## src/rtl/result_bus_arbiter_pkg.sv

```systemverilog
// result_bus_arbiter_pkg: widths and tag type shared with the operand-capture stations
package result_bus_arbiter_pkg;
  localparam int SIZE_DEFAULT = 32;
  localparam int STATION_INDEX_SIZE_DEFAULT = 1;
  typedef logic [STATION_INDEX_SIZE_DEFAULT-1:0] station_tag_t;
  function automatic int wrap_next(input int index, input int count);
    return (index + 1 >= count) ? 0 : index + 1;
  endfunction
endpackage

```

## src/rtl/result_bus_arbiter_round_robin_selector.sv

```systemverilog
// round_robin_selector: picks the first BUS_COUNT pending stations starting at rr_pointer
module round_robin_selector
  import result_bus_arbiter_pkg::*;
#(
  parameter int STATION_COUNT = 2,
  parameter int BUS_COUNT = 1,
  parameter int STATION_INDEX_SIZE = 1
) (
  input  logic [0:STATION_COUNT-1] pending,
  input  logic [STATION_INDEX_SIZE-1:0] rr_pointer,
  output logic [0:STATION_COUNT-1] granted,
  output logic slot_valid [0:BUS_COUNT-1],
  output logic [STATION_INDEX_SIZE-1:0] slot_index [0:BUS_COUNT-1],
  output logic [STATION_INDEX_SIZE-1:0] next_pointer
);
  // One constant scan order per pointer value keeps every index static after unrolling
  always_comb begin
    int used;
    used = 0;
    granted = '0;
    next_pointer = rr_pointer;
    for (int b = 0; b < BUS_COUNT; b++) begin
      slot_valid[b] = 1'b0;
      slot_index[b] = '0;
    end
    for (int p = 0; p < STATION_COUNT; p++)
      if (int'(rr_pointer) == p)
        for (int o = 0; o < STATION_COUNT; o++)
          if (pending[(p + o) % STATION_COUNT] && used < BUS_COUNT) begin
            granted[(p + o) % STATION_COUNT] = 1'b1;
            for (int b = 0; b < BUS_COUNT; b++)
              if (b == used) begin
                slot_valid[b] = 1'b1;
                slot_index[b] = STATION_INDEX_SIZE'((p + o) % STATION_COUNT);
              end
            next_pointer = STATION_INDEX_SIZE'(wrap_next((p + o) % STATION_COUNT, STATION_COUNT));
            used++;
          end
  end
endmodule

```

## src/rtl/result_bus_arbiter.sv

```systemverilog
// result_bus_arbiter: buffers one result per station and broadcasts them round-robin
module result_bus_arbiter
  import result_bus_arbiter_pkg::*;
#(
  parameter int SIZE = SIZE_DEFAULT,
  parameter int STATION_INDEX_SIZE = STATION_INDEX_SIZE_DEFAULT,
  parameter int STATION_COUNT = 2,
  parameter int BUS_COUNT = 1
) (
  input  logic clock,
  input  logic reset,
  input  logic flush,
  input  logic [0:STATION_COUNT-1] result_valid,
  input  logic [SIZE-1:0] result_value [0:STATION_COUNT-1],
  output logic [0:STATION_COUNT-1] result_ready,
  output logic [0:BUS_COUNT-1] bus_asserted,
  output logic [STATION_INDEX_SIZE-1:0] bus_source [0:BUS_COUNT-1],
  output logic [SIZE-1:0] bus_value [0:BUS_COUNT-1]
);
  if (STATION_COUNT > 2 ** STATION_INDEX_SIZE || BUS_COUNT < 1 || BUS_COUNT > STATION_COUNT) begin : g_bad_params
    $error("result_bus_arbiter: illegal STATION_COUNT/BUS_COUNT/STATION_INDEX_SIZE combination");
  end
  logic [0:STATION_COUNT-1] pending, granted;
  logic [SIZE-1:0] held_value [0:STATION_COUNT-1];
  logic [STATION_INDEX_SIZE-1:0] rr_pointer, next_pointer;
  logic slot_valid [0:BUS_COUNT-1];
  logic [STATION_INDEX_SIZE-1:0] slot_index [0:BUS_COUNT-1];
  round_robin_selector #(
    .STATION_COUNT(STATION_COUNT),
    .BUS_COUNT(BUS_COUNT),
    .STATION_INDEX_SIZE(STATION_INDEX_SIZE)
  ) selector (
    .pending(pending),
    .rr_pointer(rr_pointer),
    .granted(granted),
    .slot_valid(slot_valid),
    .slot_index(slot_index),
    .next_pointer(next_pointer)
  );
  // A granted station may refill in the same cycle it drains
  assign result_ready = {STATION_COUNT{!flush}} & (~pending | granted);
  always_comb
    for (int k = 0; k < BUS_COUNT; k++) begin
      bus_asserted[k] = slot_valid[k] && !flush;
      bus_source[k] = bus_asserted[k] ? slot_index[k] : '0;
      bus_value[k] = bus_asserted[k] ? held_value[slot_index[k]] : '0;
    end
  always_ff @(posedge clock or negedge reset)
    if (!reset) begin
      pending <= '0;
      rr_pointer <= '0;
      for (int i = 0; i < STATION_COUNT; i++) held_value[i] <= '0;
    end else if (flush) begin
      pending <= '0;
      rr_pointer <= '0;
    end else begin
      pending <= (pending & ~granted) | (result_valid & result_ready);
      rr_pointer <= next_pointer;
      for (int i = 0; i < STATION_COUNT; i++)
        if (result_valid[i] && result_ready[i]) held_value[i] <= result_value[i];
    end
  always_ff @(posedge clock)
    if (reset)
      for (int k = 1; k < BUS_COUNT; k++) begin
        assert (bus_asserted[k-1] || !bus_asserted[k]);
        for (int j = 0; j < k; j++)
          assert (!(bus_asserted[j] && bus_asserted[k] && bus_source[j] == bus_source[k]));
      end
endmodule

```

## config.mk

```make
export PLATFORM = sky130hd
export DESIGN_NAME = result_bus_arbiter
export DESIGN_NICKNAME = d
export VERILOG_FILES = /design/src/rtl/result_bus_arbiter_pkg.sv /design/src/rtl/result_bus_arbiter_round_robin_selector.sv /design/src/rtl/result_bus_arbiter.sv
export SDC_FILE = /design/constraint.sdc
export NUM_CORES = 1
export LEC_CHECK = 0
export CAP_MARGIN = 20
export CORE_MARGIN = 8
export CORE_UTILIZATION = 51
export CTS_BUF_LIST = sky130_fd_sc_hd__clkbuf_8
export CTS_CLUSTER_DIAMETER = 150
export DETAILED_ROUTE_END_ITERATION = 6
export PLACE_DENSITY = 0.85
export SKIP_CTS_REPAIR_TIMING = 1
export SYNTH_ARGS = -nofsm -noshare
export SYNTH_HDL_FRONTEND = slang
export SYNTH_SLANG_ARGS = --single-unit
export TNS_END_PERCENT = 30
```

## constraint.sdc

```tcl
create_clock -name clock -period 4 [get_ports clock]
set_clock_uncertainty 0.1 [all_clocks]
set_input_delay 0.8 -clock clock [delete_from_list [all_inputs] [get_ports clock]]
set_output_delay 0.8 -clock clock [all_outputs]
set_load 0.02 [all_outputs]
```

==> results of run 1 <==
-- Yosys cell counts --
cell type,count
and2b_1,1
buf_2,4
buf_12,3
nand3_1,32
and3b_1,1
nor3_1,1
a21oi_1,33
mux2_4,30
nand2_1,2
or3b_1,1
nand2b_1,1
clkbuf_1,17
a31oi_1,2
buf_6,1
dfrtp_1,67
o21ai_0,32
or2_2,1
nor2_1,5
inv_1,2
mux2_2,34
-- stage by stage --
stage	cells	instance area (µm²)	hold slack [ns]
finish	451	4510	0.334
global route	451	4510	0.371
CTS	451	4510	0.338
detailed placement	435	4280	0.386
global placement	435	4280	0.380
floorplan	270	3240	0.373
-- report_power, final --
group	switching, mW	total [mW]	internal [mW]
Sequential	0.0550	0.836	0.781
Combinational	0.170	0.412	0.242
Clock	0.259	0.627	0.368
-- metal layers --
metal / track usage / wire (µm) / vias to the layer above
li1: - / - / 1157
met1: 0.253 / 3700 / 1205
met2: 0.310 / 4120 / 101
met3: 0.0593 / 715 / 11
met4: 0.0640 / 100 / 0
met5: 0 / 0 / -
-- logic make-up after synthesis --
logic type / synth area share
AO/OA/AOI/OAI: 0.104
buffers and inverters: 0.0502
multiplexers: 0.257
AND/OR/NAND/NOR: 0.0707
flip-flops: 0.518
-- state kept, by name (all words and copies together) (netlist names) --
| register | count |
|---|---|
| held_value | 64 |
| pending | 2 |
| rr_pointer | 1 |
-- layout make-up --
cell class              count  area [µm²]
fillers                   464        1730
flip-flops and latches     67        1680
multi-input cells         176        1400
repair buffers            113        1100
clock buffers              10         138
well taps                  77        96.3
clock inverters             6        88.8
inverters                   2        7.51
-- worst min path at each step --
stage	end	depth (start not counted)	slack, ns	startpoint
after CTS	held_value[24]	1	0.34	reset
final	held_value[24]	1	0.33	reset
after global placement	held_value[37]	1	0.38	held_value[37]
after detailed placement	held_value[51]	1	0.39	held_value[51]
after floorplan	held_value[35]	1	0.37	held_value[35]
after global routing	held_value[24]	1	0.37	reset
==> flow_summary.toml, run 1 <==
[setup_path]
setup.worst_path.end = "bus_value[29]"
cp_common_cell = "clkdlybuf4s50_1"
cp_max_fo = 33
crit_path_end_kind = "output port"
crit_start = "flush"
path_depth = 4
required_ns = 3.10
path_buf_inv = 2
timing.rr.start = "pending[1]"
critPathArrivalTime_ns = 2.86
slowest_stage = "clkdlybuf4s50_1"
reg2reg_slack_ns = 1.55
max_stage_delay_ns = 0.64
reg2regPathDepth = 5
cpLargestDelayFamily = "buffers and inverters"
worstPathCellList = "clkdlybuf4s50_1 > or2_2 > a21oi_1 > clkdlybuf4s50_1"
path_class = "input port to output port"
start_kind = "input port"
r2r-end = "held_value[7]"

[finish]
final_cell_mix = "103 x clkdlybuf4s50_1, 67 x dfrtp_1, 34 x mux2_2"
final_common_cell = "clkdlybuf4s50_1"
num_antenna_cells = 0
syn_to_final_growth_pct = 39.2
nets = 438
final_util = 0.723
drive_above_1_share = 0.246

[timing]
finalSetupViolations = 0
relSlewSlack = 0.527
slew_violations = 0
fmax_mhz = 266
finalHoldViolCount = 0
fin_crit_sh = 0.941
setup_tns_ns = 0
period_needed_ns = 3.76
worst_slew_pin_slew_ns = 0.709
grt_setup_unrepaired = "false"
setup_slack_ns = 0.236

[detailed_routing]
via_per_inst = 5.49
drtIter0Drc = 71
wl_per_cell_um = 19.2
wl_um = 8640
vias = 2474
ant_nets = 0
drc = 0
first_pass_iters = 4

[logic_synthesis]
synth_area_per_cell_um2 = 12.0
ys_seq_elements = 67
synth_fp_nets = 339
yosysUniqueCellTypes = 20
yosysTopAreaCell = "dfrtp_1"
syn_inst = 270
ys_seq_area_frac = 0.518
syn_area_um2 = 3240
synth_top_area_share = 0.518
synth_warnings = 0
yosys-top-cells-area = "dfrtp_1 52%, mux2_4 14%, mux2_2 12%"

[power_and_ir_drop]
power_leakage_nw = 1.90
ir_worst_vdd_mv = 0.195
finalPower_mw = 1.87
power.density_nw_per_um2 = 416

[placed_design]
hpwl_um = 6070
gp_congestion = 0.773
dpl_worst_slack_ns = 0.253
portBuffers = 104

[global_routing]
grt_usage = 0.196
antenna_found_initial = 0
grt_pass1_wl_um = 13800
grt-ovfl-total = 0
grt_pass1_vias = 2637
grt_max_degree = 45

[clocking]
cts_inserted_buffers = 9
cts_buffer_depth = 2
clk_pin_slew_worst_paths_ns = 0.08
clk-insertion-delay-late_ns = 0.33
cts_max_level = 3
root_buffer = "clkbuf_8"
cts_tree = "yes"
cts.sinks = 67

[die]
coreArea_um2 = 6240
fp.dieArea_um2 = 9160
rows = 29
die_w_um = 95.7
start_util = 0.519
num_io_pins = 105
fp.dieH_um = 95.7

[run_status]
outcome = "finished, final reports clean"

[hold_path]
hold_path.class = "input port to async pin"

[run]
cap_viol_max_count = 0
Power figures use the tool's default switching activity.
==> inputs of run 2 (changes only) <==
--- a/config.mk
+++ b/config.mk
@@ -6,13 +6,14 @@
 export NUM_CORES = 1
 export LEC_CHECK = 0
 export CAP_MARGIN = 20
-export CORE_MARGIN = 8
 export CORE_UTILIZATION = 51
 export CTS_BUF_LIST = sky130_fd_sc_hd__clkbuf_8
 export CTS_CLUSTER_DIAMETER = 150
 export DETAILED_ROUTE_END_ITERATION = 6
 export PLACE_DENSITY = 0.85
+export RECOVER_POWER = 100
 export SKIP_CTS_REPAIR_TIMING = 1
+export SKIP_LAST_GASP = 1
 export SYNTH_ARGS = -nofsm -noshare
 export SYNTH_HDL_FRONTEND = slang
 export SYNTH_SLANG_ARGS = --single-unit
==> run 2 against run 1 <==
Against the previous run: the flow now finishes with violations (max-capacitance violations, max-slew violations); hold slack gained 0.060 ns; clock power decreased by 8.6%; power fell by 6.0%; count of clock-buffer cells in the layout rose by 5; core utilization barely moved; sequential cell count stayed put; sequential power is essentially flat; die area shrank 27%; combinational power is 14% lower; final area decreased by 3.4%.
==> flow_summary.toml, run 2 (synthesized netlist as in run 1, its figures left out) <==
[run_status]
outcome = "complete, but fails checks"
violations = "max-capacitance violations, max-slew violations"

[setup_path]
slowest_stage = "dlygate4sd3_1"
critPathArrivalTime_ns = 2.93
start_kind = "input port"
crit_path_end_kind = "output port"
cp_max_fo = 33
path_class = "input port to output port"
max_stage_delay_ns = 0.73
required_ns = 3.10
worstPathCellList = "clkdlybuf4s50_1 > or2_2 > a21oi_1 > dlygate4sd3_1"

[finish]
final_cell_mix = "67 x dfrtp_1, 67 x clkdlybuf4s50_1, 36 x dlygate4sd3_1"
reg.largest.list = "held_value: 64 flops, pending: 2 flops, rr_pointer: 1 flops"
num_antenna_cells = 0
largest_reg_flops = 64
drive_above_1_share = 0.148
syn_to_final_growth_pct = 34.5
largest_register = "held_value"
nets = 436

[hold_path]
hold_path.class = "flip-flop to flip-flop"

[detailed_routing]
ant_nets = 0
drtIter0Drc = 126
first_pass_iters = 4
via_per_inst = 5.57
drc = 0
wl_per_cell_um = 17.3
wl_um = 7740
vias = 2492

[power_and_ir_drop]
power_leakage_nw = 1.85
ir_worst_vdd_mv = 0.251
power.density_nw_per_um2 = 405

[clocking]
cts_max_level = 3
clk-insertion-delay-late_ns = 0.33
cts_tree = "yes"
clk_pin_slew_worst_paths_ns = 0.07
cts.sinks = 67
cts_inserted_buffers = 9
root_buffer = "clkbuf_8"
cts_buffer_depth = 2

[timing]
finalSetupViolations = 0
worst_slew_pin_slew_ns = 2.16
slew_violations = 75
fin_crit_sh = 0.957
period_needed_ns = 3.83
grt_setup_unrepaired = "false"
fmax_mhz = 261
setup_slack_ns = 0.174
relSlewSlack = -0.438
setup_tns_ns = 0
finalHoldViolCount = 0

[global_routing]
grt_pass1_wl_um = 12400
grt_usage = 0.254
grt-ovfl-total = 0
grt_pass1_vias = 2524
antenna_found_initial = 0
grt_max_degree = 42

[die]
start_util = 0.538
rows = 28
fp.dieArea_um2 = 6670
fp.dieH_um = 81.7
num_io_pins = 105
coreArea_um2 = 6030
die_w_um = 81.7

[placed_design]
portBuffers = 104
gp_congestion = 0.741
hpwl_um = 5140
dpl_worst_slack_ns = 0.285

[run]
cap_viol_max_count = 2
[run 2: layout make-up]
type                    count  area [µm²]
inverters                   2        7.51
repair buffers            111        1070
clock buffers              15         206
well taps                  75        93.8
fillers                   481        1670
clock inverters             1        3.75
multi-input cells         176        1290
flip-flops and latches     67        1680
[run 2: path summary, 6_finish.rpt]
path                          startpoint        endpoint  slack [ns]  cells after the start
setup reg to reg              pending[1]  held_value[20]        0.88                      4
hold / removal             held_value[8]   held_value[8]        0.39                      1
max in group asynchronous          reset   held_value[6]        1.18                      2
min in group asynchronous          reset  held_value[30]        0.98                      1
setup / recovery                   flush    bus_value[0]        0.17                      4
hold reg to reg            held_value[8]   held_value[8]        0.39                      1
[run 2: worst max-delay path, delay by kind of cell]
kind,cells,cell delay (ns)
buf+inv,2,1.26
compound gates,1,0.25
simple gates,1,0.61
[run 2: power by group]
group / switching [mW] / internal (mW)
sequential: 0.0560 / 0.781
combinational: 0.159 / 0.193
clock: 0.248 / 0.325
total: 0.463 / 1.30
[run 2: layer usage]
layer,vias to the layer above,GRT usage,wire [µm]
li1,1155,-,-
met1,1218,0.337,3330
met2,105,0.401,3760
met3,14,0.0644,505
met4,0,0.0947,140
met5,-,0,0
[run 2: per-stage QoR]
stage | utilization | hold WS, ns | cells | power [mW] | cell area, µm²
3_3_place_gp | 0.708 | 0.381 | 431 | 1.24 | 4270
4_1_cts | 0.743 | 0.403 | 447 | 1.83 | 4480
6_report | 0.723 | 0.394 | 447 | 1.76 | 4360
2_1_floorplan | - | 0.373 | 270 | 1.08 | 3240
3_5_place_dp | 0.708 | 0.387 | 431 | 1.26 | 4270
5_1_grt | 0.723 | 0.416 | 447 | 1.85 | 4360
==> inputs of run 3 (changes only) <==
--- a/config.mk
+++ b/config.mk
@@ -12,6 +12,7 @@
 export DETAILED_ROUTE_END_ITERATION = 6
 export PLACE_DENSITY = 0.85
 export RECOVER_POWER = 100
+export SETUP_SLACK_MARGIN = 0.4
 export SKIP_CTS_REPAIR_TIMING = 1
 export SKIP_LAST_GASP = 1
 export SYNTH_ARGS = -nofsm -noshare
==> run 3 against run 2 <==
Against the previous run: the run still ends with max-capacitance violations, max-slew violations left; non-clock buffer count did not move; worst setup slack improved by 0.14 ns; core utilization rose by 0.062 points; final area barely moved; clock power barely moved; global-route usage did not move; first-iteration DRC count fell by 3.2%; critical endpoint unchanged; highest routed layer unchanged.
==> flow_summary.toml, run 3 (synthesized netlist as in run 1, its figures left out) <==
[finish]
syn_to_final_growth_pct = 34.6
nets = 436
num_antenna_cells = 0
finalInstanceArea_um2 = 4360
final_util = 0.723
reg.largest.list = "held_value: 64 flops, pending: 2 flops, rr_pointer: 1 flops"
final_cell_mix = "67 x dfrtp_1, 67 x clkdlybuf4s50_1, 36 x dlygate4sd3_1"
drive_above_1_share = 0.151
largest_register = "held_value"
final_cells = 447
largest_reg_flops = 64
fillerInstances = 481

[global_routing]
grt_pass1_vias = 2524
grt-ovfl-total = 0
grt_usage = 0.254
grt_pass1_wl_um = 12400
grt_max_degree = 42
antenna_found_initial = 0

[clocking]
clk_pin_slew_worst_paths_ns = 0.07
clk-insertion-delay-late_ns = 0.33
cts.sinks = 67
cts_buffer_depth = 2
cts_inserted_buffers = 9
cts_tree = "yes"
cts_max_level = 3
root_buffer = "clkbuf_8"

[power_and_ir_drop]
ir_worst_vdd_mv = 0.249
power.density_nw_per_um2 = 404
power_leakage_nw = 1.85
finalPower_mw = 1.76

[setup_path]
path_class = "input port to output port"
start_kind = "input port"
crit_path_end_kind = "output port"
cp_max_fo = 33
required_ns = 3.10
critPathArrivalTime_ns = 2.79

[die]
coreArea_um2 = 6030
start_util = 0.538
die_w_um = 81.7
num_io_pins = 105
fp.dieH_um = 81.7
rows = 28
fp.dieArea_um2 = 6670

[timing]
holdWs_ns = 0.393
fmax_mhz = 271
finalHoldViolCount = 0
slew_violations = 75
setup_slack_ns = 0.313
fin_crit_sh = 0.922
period_needed_ns = 3.69
relSlewSlack = -0.454
setup_tns_ns = 0
grt_setup_unrepaired = "true"
finalSetupViolations = 0
worst_slew_pin_slew_ns = 2.18

[detailed_routing]
drc = 0
first_pass_iters = 4
wl_um = 7720
ant_nets = 0
drtIter0Drc = 122
vias = 2481
wl_per_cell_um = 17.3
via_per_inst = 5.55

[placed_design]
gp_congestion = 0.741
dp.cells = 431
dpl_worst_slack_ns = 0.285
dpl_cell_area_um2 = 4270
portBuffers = 104
hpwl_um = 5140

[run]
cap_viol_max_count = 2

[hold_path]
hold_path.class = "flip-flop to flip-flop"

[run_status]
outcome = "complete, but fails checks"
violations = "max-capacitance violations, max-slew violations"
run 3: cell counts in the layout (fill, tap and decap cells not counted):
No cell type changed its count.
run 3: layer usage:
metal  track usage  routed length [µm]  vias to the layer above
met1         0.337                3340                     1211
met5             0                   0                        -
met4        0.0947                 155                        0
met2         0.401                3760                       99
met3        0.0644                 465                       14
li1              -                   -                     1157
run 3: final timing paths:
kind,start,endpoint,slack (ns),cells after the start
worst min-delay path,held_value[8],held_value[8],0.39,1
worst min register to register,held_value[8],held_value[8],0.39,1
min in group asynchronous,reset,held_value[30],0.99,1
worst max register to register,pending[1],held_value[13],0.88,4
max in group asynchronous,reset,held_value[6],1.17,2
worst max-delay path,flush,bus_value[0],0.31,4
run 3: area by class of cell:
class | count | area, µm² | area share
sequential | 67 | 1680 | 0.385
multi-input combinational | 176 | 1300 | 0.298
timing repair buffer | 111 | 1070 | 0.246
clock buffer | 15 | 206 | 0.0474
tap | 75 | 93.8 | 0.0215
inverter | 2 | 7.51 | 0.00172
clock inverter | 1 | 3.75 | 0.000861
run 3: critical path, stage by stage:
cell	delay, ns
dlygate4sd3_1	0.64
or2_4	0.41
a21oi_1	0.20
dlygate4sd3_1	0.73
run 3: power by group:
group / internal (mW) / switching [mW]
clock: 0.325 / 0.247
combinational: 0.194 / 0.159
sequential: 0.781 / 0.0564
